## config.mk

```make
export PLATFORM = sky130hd
export DESIGN_NAME = uart_rx_deserializer
export DESIGN_NICKNAME = d
export VERILOG_FILES = /design/src/rtl/uart_rx_deserializer.sv
export SDC_FILE = /design/constraint.sdc
export NUM_CORES = 1
export LEC_CHECK = 0
export ABC_AREA = 1
export CORE_ASPECT_RATIO = 2
export CORE_MARGIN = 5
export CORE_UTILIZATION = 49
export CTS_CLUSTER_DIAMETER = 120
export DETAILED_ROUTE_END_ITERATION = 8
export PLACE_DENSITY = 0.7
export SYNTH_ARGS = -nofsm -noshare
export SYNTH_HDL_FRONTEND = slang
export SYNTH_SLANG_ARGS = --single-unit
```

## constraint.sdc

```tcl
create_clock -name i_clock -period 1.35 [get_ports i_clock]
set_input_delay 0.27 -clock i_clock [delete_from_list [all_inputs] [get_ports i_clock]]
set_output_delay 0.27 -clock i_clock [all_outputs]
set_load 0.005 [all_outputs]
```

## src/rtl/uart_rx_deserializer.sv

```systemverilog
// Receive side of the UART datapath: synchronises the serial line, qualifies the
// start bit at mid-bit, samples DATA_BITS data bits LSB first and checks the stop bit.
//
//   state       | meaning
//   ------------+----------------------------------------------------------
//   S_IDLE      | line idle, waiting for rx_s to go low
//   S_START     | timing half a bit to re-check the start bit at its centre
//   S_DATA      | sampling data bits at each bit centre, LSB first
//   S_STOP      | sampling the stop bit; publishes the byte or flags an error
//   S_WAIT_IDLE | after a framing error, waits for the line to return high
module uart_rx_deserializer #(
  parameter int DATA_BITS    = 8,
  parameter int CLKS_PER_BIT = 16
) (
  input  logic                 i_clock,
  input  logic                 i_resetL,
  input  logic                 i_rx,
  output logic [DATA_BITS-1:0] o_data,
  output logic                 o_valid,
  output logic                 o_frame_err,
  output logic                 o_busy
);

  localparam int HALF  = CLKS_PER_BIT / 2;
  localparam int CNT_W = $clog2(CLKS_PER_BIT);
  localparam int IDX_W = $clog2(DATA_BITS) + 1;

  localparam logic [CNT_W-1:0] CNT_HALF_LAST = CNT_W'(HALF - 1);
  localparam logic [CNT_W-1:0] CNT_BIT_LAST  = CNT_W'(CLKS_PER_BIT - 1);
  localparam logic [IDX_W-1:0] IDX_LAST      = IDX_W'(DATA_BITS - 1);

  typedef enum logic [2:0] {
    S_IDLE,
    S_START,
    S_DATA,
    S_STOP,
    S_WAIT_IDLE
  } state_t;

  state_t               state, state_d;
  logic                 rx_meta, rx_s;
  logic [CNT_W-1:0]     cnt, cnt_d;
  logic [IDX_W-1:0]     idx, idx_d;
  logic [DATA_BITS-1:0] shift, shift_d, shift_in;
  logic [DATA_BITS-1:0] data_d;
  logic                 valid_d, err_d;

  // Synchroniser flops reset to the idle-high line level.
  always_ff @(posedge i_clock) begin
    if (!i_resetL) begin
      rx_meta <= 1'b1;
      rx_s    <= 1'b1;
    end else begin
      rx_meta <= i_rx;
      rx_s    <= rx_meta;
    end
  end

  always_ff @(posedge i_clock) begin
    if (!i_resetL) begin
      state <= S_IDLE;
    end else begin
      state <= state_d;
    end
  end

  always_ff @(posedge i_clock) begin
    if (!i_resetL) begin
      cnt         <= '0;
      idx         <= '0;
      shift       <= '0;
      o_data      <= '0;
      o_valid     <= 1'b0;
      o_frame_err <= 1'b0;
    end else begin
      cnt         <= cnt_d;
      idx         <= idx_d;
      shift       <= shift_d;
      o_data      <= data_d;
      o_valid     <= valid_d;
      o_frame_err <= err_d;
    end
  end

  // New bit enters at the MSB end so the first received bit ends up in bit 0.
  always_comb begin
    shift_in = shift;
    for (int i = 0; i < DATA_BITS - 1; i++) begin
      shift_in[i] = shift[i+1];
    end
    shift_in[DATA_BITS-1] = rx_s;
  end

  always_comb begin
    state_d = state;
    cnt_d   = cnt;
    idx_d   = idx;
    shift_d = shift;
    data_d  = o_data;
    valid_d = 1'b0;
    err_d   = 1'b0;

    case (state)
      S_IDLE: begin
        if (!rx_s) begin
          state_d = S_START;
          cnt_d   = '0;
        end
      end

      S_START: begin
        if (cnt == CNT_HALF_LAST) begin
          cnt_d = '0;
          if (!rx_s) begin
            state_d = S_DATA;
            idx_d   = '0;
          end else begin
            state_d = S_IDLE;
          end
        end else begin
          cnt_d = cnt + CNT_W'(1);
        end
      end

      S_DATA: begin
        if (cnt == CNT_BIT_LAST) begin
          shift_d = shift_in;
          cnt_d   = '0;
          idx_d   = idx + IDX_W'(1);
          if (idx == IDX_LAST) begin
            state_d = S_STOP;
          end
        end else begin
          cnt_d = cnt + CNT_W'(1);
        end
      end

      S_STOP: begin
        if (cnt == CNT_BIT_LAST) begin
          cnt_d = '0;
          if (rx_s) begin
            data_d  = shift;
            valid_d = 1'b1;
            state_d = S_IDLE;
          end else begin
            err_d   = 1'b1;
            state_d = S_WAIT_IDLE;
          end
        end else begin
          cnt_d = cnt + CNT_W'(1);
        end
      end

      // A held-low break must not look like a fresh start bit.
      S_WAIT_IDLE: begin
        if (rx_s) begin
          state_d = S_IDLE;
        end
      end

      default: begin
        state_d = S_IDLE;
        cnt_d   = '0;
      end
    endcase
  end

  assign o_busy = (state != S_IDLE);

endmodule

```

==> run_results.csv <==
group,metric,value,unit
status,status,"finished, final reports clean",
worst_setup_path,crit_fanout,9,
timing,setup_ws,29.8,ps
logic_synthesis,syn-mean-instance-area,7.26,sq um
routing,totalWireLength,3.22,mm
logic_synthesis,synthCells,188,
clock_network,clkTransAtPathRegs,60,ps
logic_synthesis,synthArstFlopShare,0,
logic_synthesis,ys_seq_elements,31,
place,dp_hpwl,2.38,mm
global_routing,grt_pass1_wl,5.45,mm
global_routing,antenna_found_initial,0,
min_path,hold_depth,1,
timing,fmaxAchievable,757,MHz
clock_network,htreeDepth,2,
logic_synthesis,yosysMostFrequentCell,"nor2_1",
finish,antenna_cells,0,
floorplan,dieHeight,84.6,um
pwr,peakVddDrop,909,uV
logic_synthesis,synthTopCellsByArea,"dfxtp_1 45%, nor2_1 13%, o21ai_0 6.6%",
global_routing,grt_overflow_total,0,
global_routing,grt_max_degree,19,
finish,syn2layout_area_growth,30.5,%
finish,drive_above_1_share,0.249,
timing,post-route-period-util,0.978,
logic_synthesis,synth-warning-count,0,
min_path,whs_endpoint,"rx_s",
floorplan,ios,14,
finish,nNetsFinal,222,
logic_synthesis,synth-main-ff-cell,"dfxtp_1",
global_routing,grt_use_total,0.186,
logic_synthesis,yosys-top-cells-count,"47 x nor2_1, 31 x dfxtp_1, 20 x nand2_1, 19 x inv_1, 18 x o21ai_0",
place,pre_cts_ws,-36.7,ps
floorplan,rows,27,
logic_synthesis,yosysTopAreaCellShare,0.455,
clock_network,ctsLongestPathBuffers,2,
routing,ant_nets,0,
finish,fin_util,0.651,
routing,wl_per_cell,13.1,um
logic_synthesis,synth_top_area_cell,"dfxtp_1",
worst_setup_path,crit_type,"reg -> reg",
routing,drt_iter0_markers,27,
worst_setup_path,timing.rr.end,"o_data[5]",
routing,drc,0,
global_routing,grt_pass1_vias,1320,
routing,drt_first_pass_iters,4,
min_path,hold_path.class,"reg -> reg",
routing,vias_per_cell,5.21,
place,portBuffers,13,
logic_synthesis,yosysUniqueCellTypes,26,
pwr,cellLeakagePower,0.875,nW
worst_setup_path,r2r_cells,8,
worst_setup_path,crit_path_end_kind,"register",
job,maxCapViolCount,0,
floorplan,core-area,0.00274,sq mm
worst_setup_path,rr_startpoint,"cnt[0]",
clock_network,root_buffer,"clkbuf_8",
clock_network,holdBufCountCts,0,
floorplan,start_util,0.499,
pwr,p_per_area,1710,mW/mm^2
worst_setup_path,crit_arrival,1490,ps
timing,maxSlewHeadroom,0.793,
clock_network,cts_tree,"built",
clock_network,cts_made_buffers,5,
timing,setup_viol,0,
timing,hold_viol,0,
timing,slew_violations,0,
worst_setup_path,regToRegSetupSlack,30,ps
routing,vias,1281,
floorplan,dieArea,0.00401,sq mm
timing,clock_skew,6.17,ps
logic_synthesis,synth_edf_count,0,
timing,min_period,1320,ps
place,gp_congestion,0.899,
min_path,min_from,"rx_meta",
timing,rsz0062_at_grt,"yes",
worst_setup_path,cp-start-kind,"register",
clock_network,cts_sinks,31,
logic_synthesis,synth_seq_area_share,0.455,
floorplan,die_x,47.3,um
timing,whs,420,ps
worst_setup_path,cp.required,1520,ps
timing,worst_pin_slew,310,ps
clock_network,worstSkewPairLatency,280,ps
logic_synthesis,synth_fp_nets,193,
logic_synthesis,netlist_area,0.00137,sq mm
timing,setup_tns,0,ps
## flip-flops by register name, indices dropped and copies added, names as in the netlist
signal and count:
o_valid 1, rx_s 1, shift 8, state 3, cnt 4, o_data 8, idx 4, rx_meta 1
o_frame_err 1
## how the worst max path moves through the flow
stage	start	endpoint	slack, ps
3_5_place_dp	state[2]	idx[0]	-40
6_report	cnt[0]	o_data[5]	30
2_1_floorplan	cnt[0]	o_data[0]	20
5_1_grt	cnt[0]	o_data[4]	-80
3_3_place_gp	state[2]	idx[0]	-20
4_1_cts	cnt[0]	cnt[0]	-6
## layer usage
layer | share of wire | GRT usage | vias up
li1 | - | - | 659
met1 | 0.35 | 0.187 | 591
met2 | 0.59 | 0.325 | 22
met3 | 0.032 | 0.0515 | 9
met4 | 0.026 | 0.0831 | 0
met5 | 0 | 0 | -
## cells in the final DEF (no fill, tap or decap), types with 2 or more instances in the layout
master           Yosys  routed
a21oi_1             11      11
buf_4                1      11
buf_6                0       2
clkbuf_8             0       6
clkdlybuf4s50_1      0       2
dfxtp_1             31      26
dfxtp_2              0       4
dlygate4sd2_1        0       9
inv_1               19      18
inv_2                3       3
nand2_1             20      16
nand2_2              3       6
nand3_1             12      11
nand4_1              2       2
nor2_1              47      41
nor2_2               3       5
nor2_4               1       5
nor3_1               2       2
o21ai_0             18      12
o21ai_1              1       7
or2_2                2       2
## where the power goes
group	switching [mW]	internal [mW]	total (mW)	leakage [nW]
Sequential	0.0814	0.997	1.08	0.253
Clock	0.322	0.399	0.720	0.0470
Combinational	0.738	0.508	1.25	0.575
## cell type report
type | instances | area [sq um]
Tap cell | 29 | 36.3
Clock inverter | 1 | 5.00
Multi-Input combinational cell | 131 | 717
Inverter | 22 | 85.1
Fill cell | 243 | 955
Clock buffer | 6 | 82.6
Timing Repair Buffer | 26 | 226
Sequential cell | 31 | 629
## timing repair
| item | in CTS | in global routing |
|---|---|---|
| endpoints found under the setup margin | 20 | 29 |
| pin swaps | 1 | 5 |
| buffers inserted | 2 | 0 |
| gates resized for setup | 20 | 23 |
## cells by family (layout without fill, tap and decap cells)
kind of cell | count (synthesis) | in the layout | synth area share
simple gates | 95 | 95 | 0.314
compound gates | 33 | 33 | 0.131
flops | 31 | 31 | 0.455
buf+inv | 26 | 55 | 0.0752
fa+ha+maj | 2 | 2 | 0.0183
xor+xnor | 1 | 1 | 0.00642
## worst max-delay path: stages, from the launching register on
cell	delay [ps]
dfxtp_2	350
ha_4	140
nand2_2	80
nor2_4	130
inv_4	80
nor3_4	150
inv_2	120
nor2_1	120
nor2_1	50
## metrics by stage
| step | std cells | total power, mW | cell area [sq um] |
|---|---|---|---|
| after global placement | 237 | 2.02 | 1610 |
| after detailed placement | 237 | 2.05 | 1610 |
| after global routing | 246 | 3.25 | 1780 |
| final | 246 | 3.04 | 1780 |
| after floorplan | 188 | 1.71 | 1380 |
| after CTS | 246 | 2.86 | 1720 |
Note: power is estimated with default switching activity, not from simulation.
